`src/rtl/pixel_stream_gen.sv`:
```
// Raster pixel source: frames of IMAGE_WIDTH x IMAGE_HEIGHT over valid/ready with sof/eol/eof.
// Optional inter-line idle gap compiled in with `define PIXEL_GEN_LINE_GAP_EN.
module pixel_stream_gen #(
  parameter int unsigned DATA_WIDTH   = 8,
  parameter int unsigned IMAGE_WIDTH  = 320,
  parameter int unsigned IMAGE_HEIGHT = 420,
  parameter int unsigned NUM_FRAMES   = 1,
  parameter logic [15:0] LFSR_SEED    = 16'hACE1,
  parameter logic [15:0] CONST_VALUE  = 16'h0080,
  parameter int unsigned GAP_CYCLES   = 16
) (
  input  logic                  clk,
  input  logic                  rst,
  input  logic                  start,
  input  logic [1:0]            mode,
  output logic [DATA_WIDTH-1:0] pixel_out,
  output logic                  pixel_valid,
  input  logic                  pixel_ready,
  output logic                  sof,
  output logic                  eol,
  output logic                  eof,
  output logic                  busy,
  output logic                  done,
  output logic [15:0]           frame_count
);

  localparam int unsigned CW = (IMAGE_WIDTH > 1) ? $clog2(IMAGE_WIDTH) : 1;
  localparam int unsigned RW = (IMAGE_HEIGHT > 1) ? $clog2(IMAGE_HEIGHT) : 1;
  localparam logic [CW-1:0] COL_LAST = CW'(IMAGE_WIDTH - 1);
  localparam logic [RW-1:0] ROW_LAST = RW'(IMAGE_HEIGHT - 1);

  localparam logic [1:0] ST_IDLE   = 2'd0;
  localparam logic [1:0] ST_STREAM = 2'd1;
`ifdef PIXEL_GEN_LINE_GAP_EN
  localparam logic [1:0] ST_GAP    = 2'd2;
  localparam int unsigned GW = (GAP_CYCLES > 1) ? $clog2(GAP_CYCLES) : 1;
  logic [GW-1:0] r_gap_cnt;
`endif

  logic [1:0]            r_state;
  logic [1:0]            r_mode;
  logic [CW-1:0]         r_col;
  logic [RW-1:0]         r_row;
  logic [15:0]           r_lfsr;
  logic [15:0]           r_frame_count;
  logic                  r_done;

  logic                  w_valid;
  logic                  w_xfer;
  logic                  w_eol;
  logic                  w_eof;
  logic                  w_last;
  logic [15:0]           w_lfsr_next;
  logic [DATA_WIDTH-1:0] w_pix;

  assign w_valid     = (r_state == ST_STREAM);
  assign w_xfer      = w_valid && pixel_ready;
  assign w_eol       = (r_col == COL_LAST);
  assign w_eof       = w_eol && (r_row == ROW_LAST);
  // Run ends on the eof transfer that brings the count up to NUM_FRAMES.
  assign w_last      = w_xfer && w_eof && (NUM_FRAMES != 0) &&
                       ((r_frame_count + 16'd1) == 16'(NUM_FRAMES));
  assign w_lfsr_next = r_lfsr[0] ? ((r_lfsr >> 1) ^ 16'hB400) : (r_lfsr >> 1);

  always_ff @(posedge clk or negedge rst) begin
    if (!rst) begin
      r_state       <= ST_IDLE;
      r_mode        <= 2'd0;
      r_col         <= '0;
      r_row         <= '0;
      r_lfsr        <= LFSR_SEED;
      r_frame_count <= 16'd0;
      r_done        <= 1'b0;
`ifdef PIXEL_GEN_LINE_GAP_EN
      r_gap_cnt     <= '0;
`endif
    end else begin
      r_done <= 1'b0;
      case (r_state)
        ST_IDLE: begin
          if (start) begin
            r_state       <= ST_STREAM;
            r_mode        <= mode;
            r_col         <= '0;
            r_row         <= '0;
            r_frame_count <= 16'd0;
            r_lfsr        <= LFSR_SEED;
          end
        end
        ST_STREAM: begin
          if (w_xfer) begin
            r_lfsr <= w_lfsr_next;
            if (w_eol) begin
              r_col <= '0;
              r_row <= w_eof ? '0 : r_row + 1'b1;
            end else begin
              r_col <= r_col + 1'b1;
            end
            if (w_eof) r_frame_count <= r_frame_count + 16'd1;
            if (w_last) begin
              r_state <= ST_IDLE;
              r_done  <= 1'b1;
            end
`ifdef PIXEL_GEN_LINE_GAP_EN
            else if (w_eol && (GAP_CYCLES != 0)) begin
              r_state   <= ST_GAP;
              r_gap_cnt <= GW'(GAP_CYCLES - 1);
            end
`endif
          end
        end
`ifdef PIXEL_GEN_LINE_GAP_EN
        ST_GAP: begin
          if (r_gap_cnt == '0) r_state <= ST_STREAM;
          else r_gap_cnt <= r_gap_cnt - 1'b1;
        end
`endif
        default: r_state <= ST_IDLE;
      endcase
    end
  end

  always_comb begin
    w_pix = '0;
    case (r_mode)
      2'd0:    w_pix = DATA_WIDTH'(r_lfsr);
      2'd1:    w_pix = DATA_WIDTH'(r_col);
      2'd2:    w_pix = DATA_WIDTH'(r_row);
      default: w_pix = DATA_WIDTH'(CONST_VALUE);
    endcase
  end

  // Data and markers are gated by valid so idle outputs read as zero.
  assign pixel_out   = w_valid ? w_pix : '0;
  assign pixel_valid = w_valid;
  assign sof         = w_valid && (r_col == '0) && (r_row == '0);
  assign eol         = w_valid && w_eol;
  assign eof         = w_valid && w_eof;
  assign busy        = (r_state != ST_IDLE);
  assign done        = r_done;
  assign frame_count = r_frame_count;

endmodule

```
`config.mk`:
```
export PLATFORM = sky130hd
export DESIGN_NAME = pixel_stream_gen
export DESIGN_NICKNAME = d
export VERILOG_FILES = /design/src/rtl/pixel_stream_gen.sv
export SDC_FILE = /design/constraint.sdc
export NUM_CORES = 1
export LEC_CHECK = 0
export CAP_MARGIN = 20
export CORE_UTILIZATION = 54
export DETAILED_ROUTE_END_ITERATION = 12
export PLACE_DENSITY = 0.81
export SYNTH_ARGS = -nofsm -noshare
export SYNTH_HDL_FRONTEND = slang
export SYNTH_SLANG_ARGS = --single-unit
```
`constraint.sdc`:
```
create_clock -name clk -period 2.8 [get_ports clk]
set_input_delay 0.28 -clock clk [delete_from_list [all_inputs] [get_ports clk]]
set_output_delay 0.28 -clock clk [all_outputs]
set_load 0.05 [all_outputs]
```
# Word-level counts from Yosys, hierarchy flattened
# Cells that the tools add are included.
dict set report totals {
  output_inout_bits 30
  inputBits 6
  regBits 55
  elab_cells 66
}
dict set report classes {
  bitwise 1
  mux 25
  reduce_logical 19
  eq_ne 11
  add_sub_neg 3
}
# op n
set ops {}
lappend ops {{$mux 16} 6}
lappend ops {{$pmux 16 s2} 2}
lappend ops {{$mux 9} 6}
lappend ops {{$pmux 9 s2} 2}
lappend ops {{$pmux 8 s3} 1}
lappend ops {{$add 9x1->9 const B} 2}
lappend ops {{$eq 9x9->1 const B} 2}
lappend ops {{$logic_not 9->1} 2}
lappend ops {{$add 16x1->16 const B} 1}
lappend ops {{$eq 16x1->1 const B} 1}
lappend ops {{$logic_and 1x1->1} 8}
lappend ops {{$mux 8} 1}
lappend ops {{$ne 2x1->1 const B} 4}
lappend ops {{$reduce_and 4->1} 2}
lappend ops {{$mux 2} 3}
lappend ops {{$reduce_and 3->1} 2}
lappend ops {{$eq 2x1->1 const B} 2}
lappend ops {{$logic_not 2->1} 2}
lappend ops {{$not 3->4} 1}
lappend ops {{$pmux 2 s2} 1}
lappend ops {{$reduce_bool 2->1} 2}
lappend ops {{$mux 1} 3}
lappend ops {{$eq 2x2->1 const B} 1}
lappend ops {{$ne 2x2->1 const B} 1}
lappend ops {{$reduce_and 2->1} 1}

# Depth between registers and ports, before layout
dict set report logic_depth {
  ltp_word 7
  ltp_mapped 8
  depth_no_buf 6
}

# Least setup slack after synthesis
# No wires, ideal clock.
dict set report synth_timing {
  kind {reg2out}
  start {register r_state[0]}
  end {output port sof}
  n_path_buf 3
  t_required_ns 2.520
  arrival_ns 3.012
  stages_incl_launch_ff 6
  slack_ns -0.492
  cell_sequence {dfrtp_1 > clkbuf_1 > clkbuf_1 > clkbuf_1 > nand3b_1 > nor4_1}
}
dict set report synth_via {
  elab_chain_len 3
}
# element line_no
set synth_lines {}
lappend synth_lines {{start: declaration} 40} ;# logic [1:0] r_state;
lappend synth_lines {{start signal: assignment} 67} ;# r_state <= ST_IDLE;
lappend synth_lines {{start signal: assignment} 82} ;# r_state <= ST_STREAM;
lappend synth_lines {{start signal: assignment} 101} ;# r_state <= ST_IDLE;
lappend synth_lines {{$eq 2x1->1} 56} ;# assign w_valid = (r_state == ST_STREAM);
lappend synth_lines {{$logic_and 1x1->1 (2 in series)} 136} ;# assign sof = w_valid && (r_col == '0) && (r_row == '0);
lappend synth_lines {{end: declaration} 19} ;# output logic sof,
# No other way between the ends.

# Worst setup path in the final report
dict set report layout_timing {
  start {register r_row[0]}
  end {output port sof}
}
dict set report layout_via {
  elab_chain_len 2
}
# element line_no
set layout_lines {}
lappend layout_lines {{start: declaration} 43} ;# logic [RW-1:0] r_row;
lappend layout_lines {{start signal: assignment} 95} ;# r_row <= w_eof ? '0 : r_row + 1'b1;
lappend layout_lines {{$logic_not 9->1} 136}
lappend layout_lines {{$logic_and 1x1->1} 136}
# No other way between the ends.

==> flow_summary_export.csv <==
group,metric,value,unit
run_status,status,"completed",
critical_path,crit_type,"register to output port",
cells_and_area,diodes,0,
synthesis,synth_area,3500,µm²
drt,wl_met2,3760,µm
sta,fin_skew,8.52,ps
flow_run,maxCapViolCount,0,
synthesis,ys_top_cells_by_count,"dfrtp_1 (46), o21ai_0 (33), nand2_1 (27), mux2i_1 (24)",
clock_network,cts_tree,"done",
drt,wire_per_inst,16.2,µm
drt,drc_errors,0,
clock_network,cts_htree_levels,2,
synthesis,ys_seq_area_share,38.9,%
synthesis,synth_flop_cell,"dfrtp_1",
cells_and_area,utilization,65.1,%
drt,wirelength,7950,µm
synthesis,synth_seq_cells,54,
clock_network,cts_resized,0,
clock_network,ctsHoldBuffers,0,
cells_and_area,syn_to_final_growth,13.4,%
die,dieArea,6800,µm²
critical_path,critPathLaunchType,"register",
placement,hpwl,5570,µm
drt,dr.first_iter.drc_count,210,
critical_path,r2r_slack,450,ps
power,pwr-share-comb,29.3,%
clock_network,cts_sinks,54,
global_routing,grt_max_degree,39,
cells_and_area,nNetsFinal,426,
power,intPower,1680,µW
synthesis,synth_top_area_share,32.9,%
critical_path,worstPathArrival,2150,ps
clock_network,clk_pin_slew,100,ps
synthesis,synth.most_common_cell,"dfrtp_1",
die,num_rows,28,
critical_path,rr_startpoint,"frame_count[0]",
synthesis,synthArstFlopShare,100,%
critical_path,cp.buffers_inverters,2,
clock_network,root_buffer,"clkbuf_8",
sta,tightest_slew,806,ps
clock_network,cts_setup_buffers,0,
power,power_leakage,0.00162,µW
die,dieHeight,82.5,µm
power,p_seq_share,46.4,%
clock_network,cts_made_buffers,5,
synthesis,avgSynthCellArea,8.86,µm²
drt,wl_met3,271,µm
synthesis,yosys-top-cells-area,"dfrtp_1 (33%), mux2i_1 (6.9%), dfstp_2 (6.0%)",
critical_path,crit_required,2520,ps
drt,routed.top_layer,"met4",
sta,finalSetupViolCount,0,
synthesis,syn-num-nets,407,
die,ios,36,
critical_path,cp_max_fo,5,
critical_path,critPathTopFamily,"simple AND/OR/NAND/NOR gates",
drt,viasPerCell,6.08,
power,clkPwrFrac,24.3,%
die,coreArea,6100,µm²
synthesis,ys_warn_count,0,
sta,max_freq,411,MHz
cells_and_area,postLayoutCellArea,3970,µm²
placement,gp_congestion,0.883,
drt,dr.pass1.iters,5,
sta,relSlewSlack,46.3,%
global_routing,grt_pass1_wl,13100,µm
placement,place_area,3830,µm²
power,power.net_switching,903,µW
global_routing,grt_pass1_vias,2720,
sta,final_hold_viol_count,0,
synthesis,synth_cell_types,51,
synthesis,synth_cells,395,
cells_and_area,drive_above_1_share,14.7,%
sta,finalCriticalPeriod,2430,ps
critical_path,rr_worst_depth,6,
power,sw_frac_of_total,34.9,%
drt,detail-route-antenna-nets,0,
critical_path,cp-end-kind,"output port",
global_routing,grt.total_usage,25.3,%
critical_path,worst_path_largest_cell_delay,600,ps
placement,port_buffers,35,
worst_hold_path,hp-class,"input port to asynchronous set/reset pin",
power,power_density,652,nW/µm²
die,start_util,57.4,%
drt,num_vias,2978,
sta,drv_slew,0,
sta,timing.final.crit_share,86.9,%
sta,tns,0,ps
global_routing,antenna_found_initial,0,
synthesis,synth_edf_count,0,
drt,wl_met1,3840,µm
critical_path,cp_cell_sequence,"inv_1 > ha_1 > or4b_2 > nor4_2 > buf_12",
sta,rsz0062_at_grt,"no",
clock_network,clockBufferDepth,2,
synthesis,synth_top_area_cell,"dfrtp_1",
power,peakVddDrop,419,µV
global_routing,grt-ovfl-total,0,
die,chipWidth,82.5,µm
critical_path,timing.rr.end,"done",
clock_network,clk_latency,310,ps
critical_path,crit_path_top_delay_cell,"or4b_2",
power groups by stage:
stage	Clock [µW]	Sequential, µW	Combinational [µW]
final	628	1200	758
after floorplan	0	1130	618
after detailed placement	0	1210	760
after CTS	642	1200	766
after global routing	669	1230	828
after global placement	0	1200	739
worst register-to-register path, stage by stage, from the launching register on:
cell	delay [ps]
dfrtp_1	460
ha_1	320
nand4_1	280
nor4_2	480
nand4_1	140
a221oi_1	370
and3_1	240
final cells by class:
class / count / area, µm²
clock buffers: 5 / 68.8
clock inverters: 3 / 68.8
fillers: 525 / 2130
inverters: 19 / 71.3
multi-input cells: 292 / 1920
flip-flops and latches: 54 / 1360
well taps: 75 / 93.8
repair buffers: 42 / 383
layer usage:
layer  track usage, %  vias to the layer above
met2             39.8                       55
met4             7.24                        0
met5                0                        -
li1                 -                     1446
met1             36.3                     1469
met3             3.41                        8
cells in the final DEF (no fill, tap or decap), drive strengths merged, types with 2 or more instances in the layout:
cell	instances
and2	10
ha	6
nor4	6
nand4	13
xnor2	6
buf	19
a21oi	22
or2	3
nor2b	4
dfstp	8
nand2	27
dfrtp	46
mux2	12
o31ai	3
inv	19
and3	13
xor2	3
o21ai	37
or3	5
nor3	9
o22ai	5
nor2	22
clkdlybuf4s50	23
a31oi	5
and4	3
clkbuf	5
mux2i	24
nand2b	11
bufinv	2
nand3	24
nand3b	3
a22o	4
stage by stage:
step | setup slack (ps) | hold slack [ps] | total power, µW | cells
floorplan | 63.1 | -15.6 | 1750 | 395
global placement | 527 | 408 | 1940 | 482
detailed placement | 504 | 413 | 1970 | 482
CTS | 353 | 73.9 | 2610 | 490
global route | 230 | 106 | 2720 | 490
finish | 368 | 41.3 | 2590 | 490
flip-flops by register name (all words and copies together), names as in the netlist:
name	flops
r_row	9
r_lfsr	16
r_state	1
frame_count	16
r_col	9
r_mode	2
done	1
cells by family after synthesis:
logic type                 synth area share, %
buffers and inverters                     6.40
DFF                                       38.9
and+or+nand+nor                           24.8
AOI/OAI and AO/OA                         14.7
xor gates and xnor gates                  2.25
muxes                                     10.7
adders and majority gates                 2.15
worst max path at each step:
stage	cells after the start	startpoint	to	slack [ps]
2_1_floorplan	5	r_state[0]	sof	60
3_3_place_gp	6	frame_count[0]	done	530
3_5_place_dp	6	frame_count[0]	done	500
4_1_cts	5	r_row[0]	sof	350
5_1_grt	6	frame_count[0]	done	230
6_report	5	r_row[0]	sof	370
Note: power is estimated with default switching activity, not from simulation.
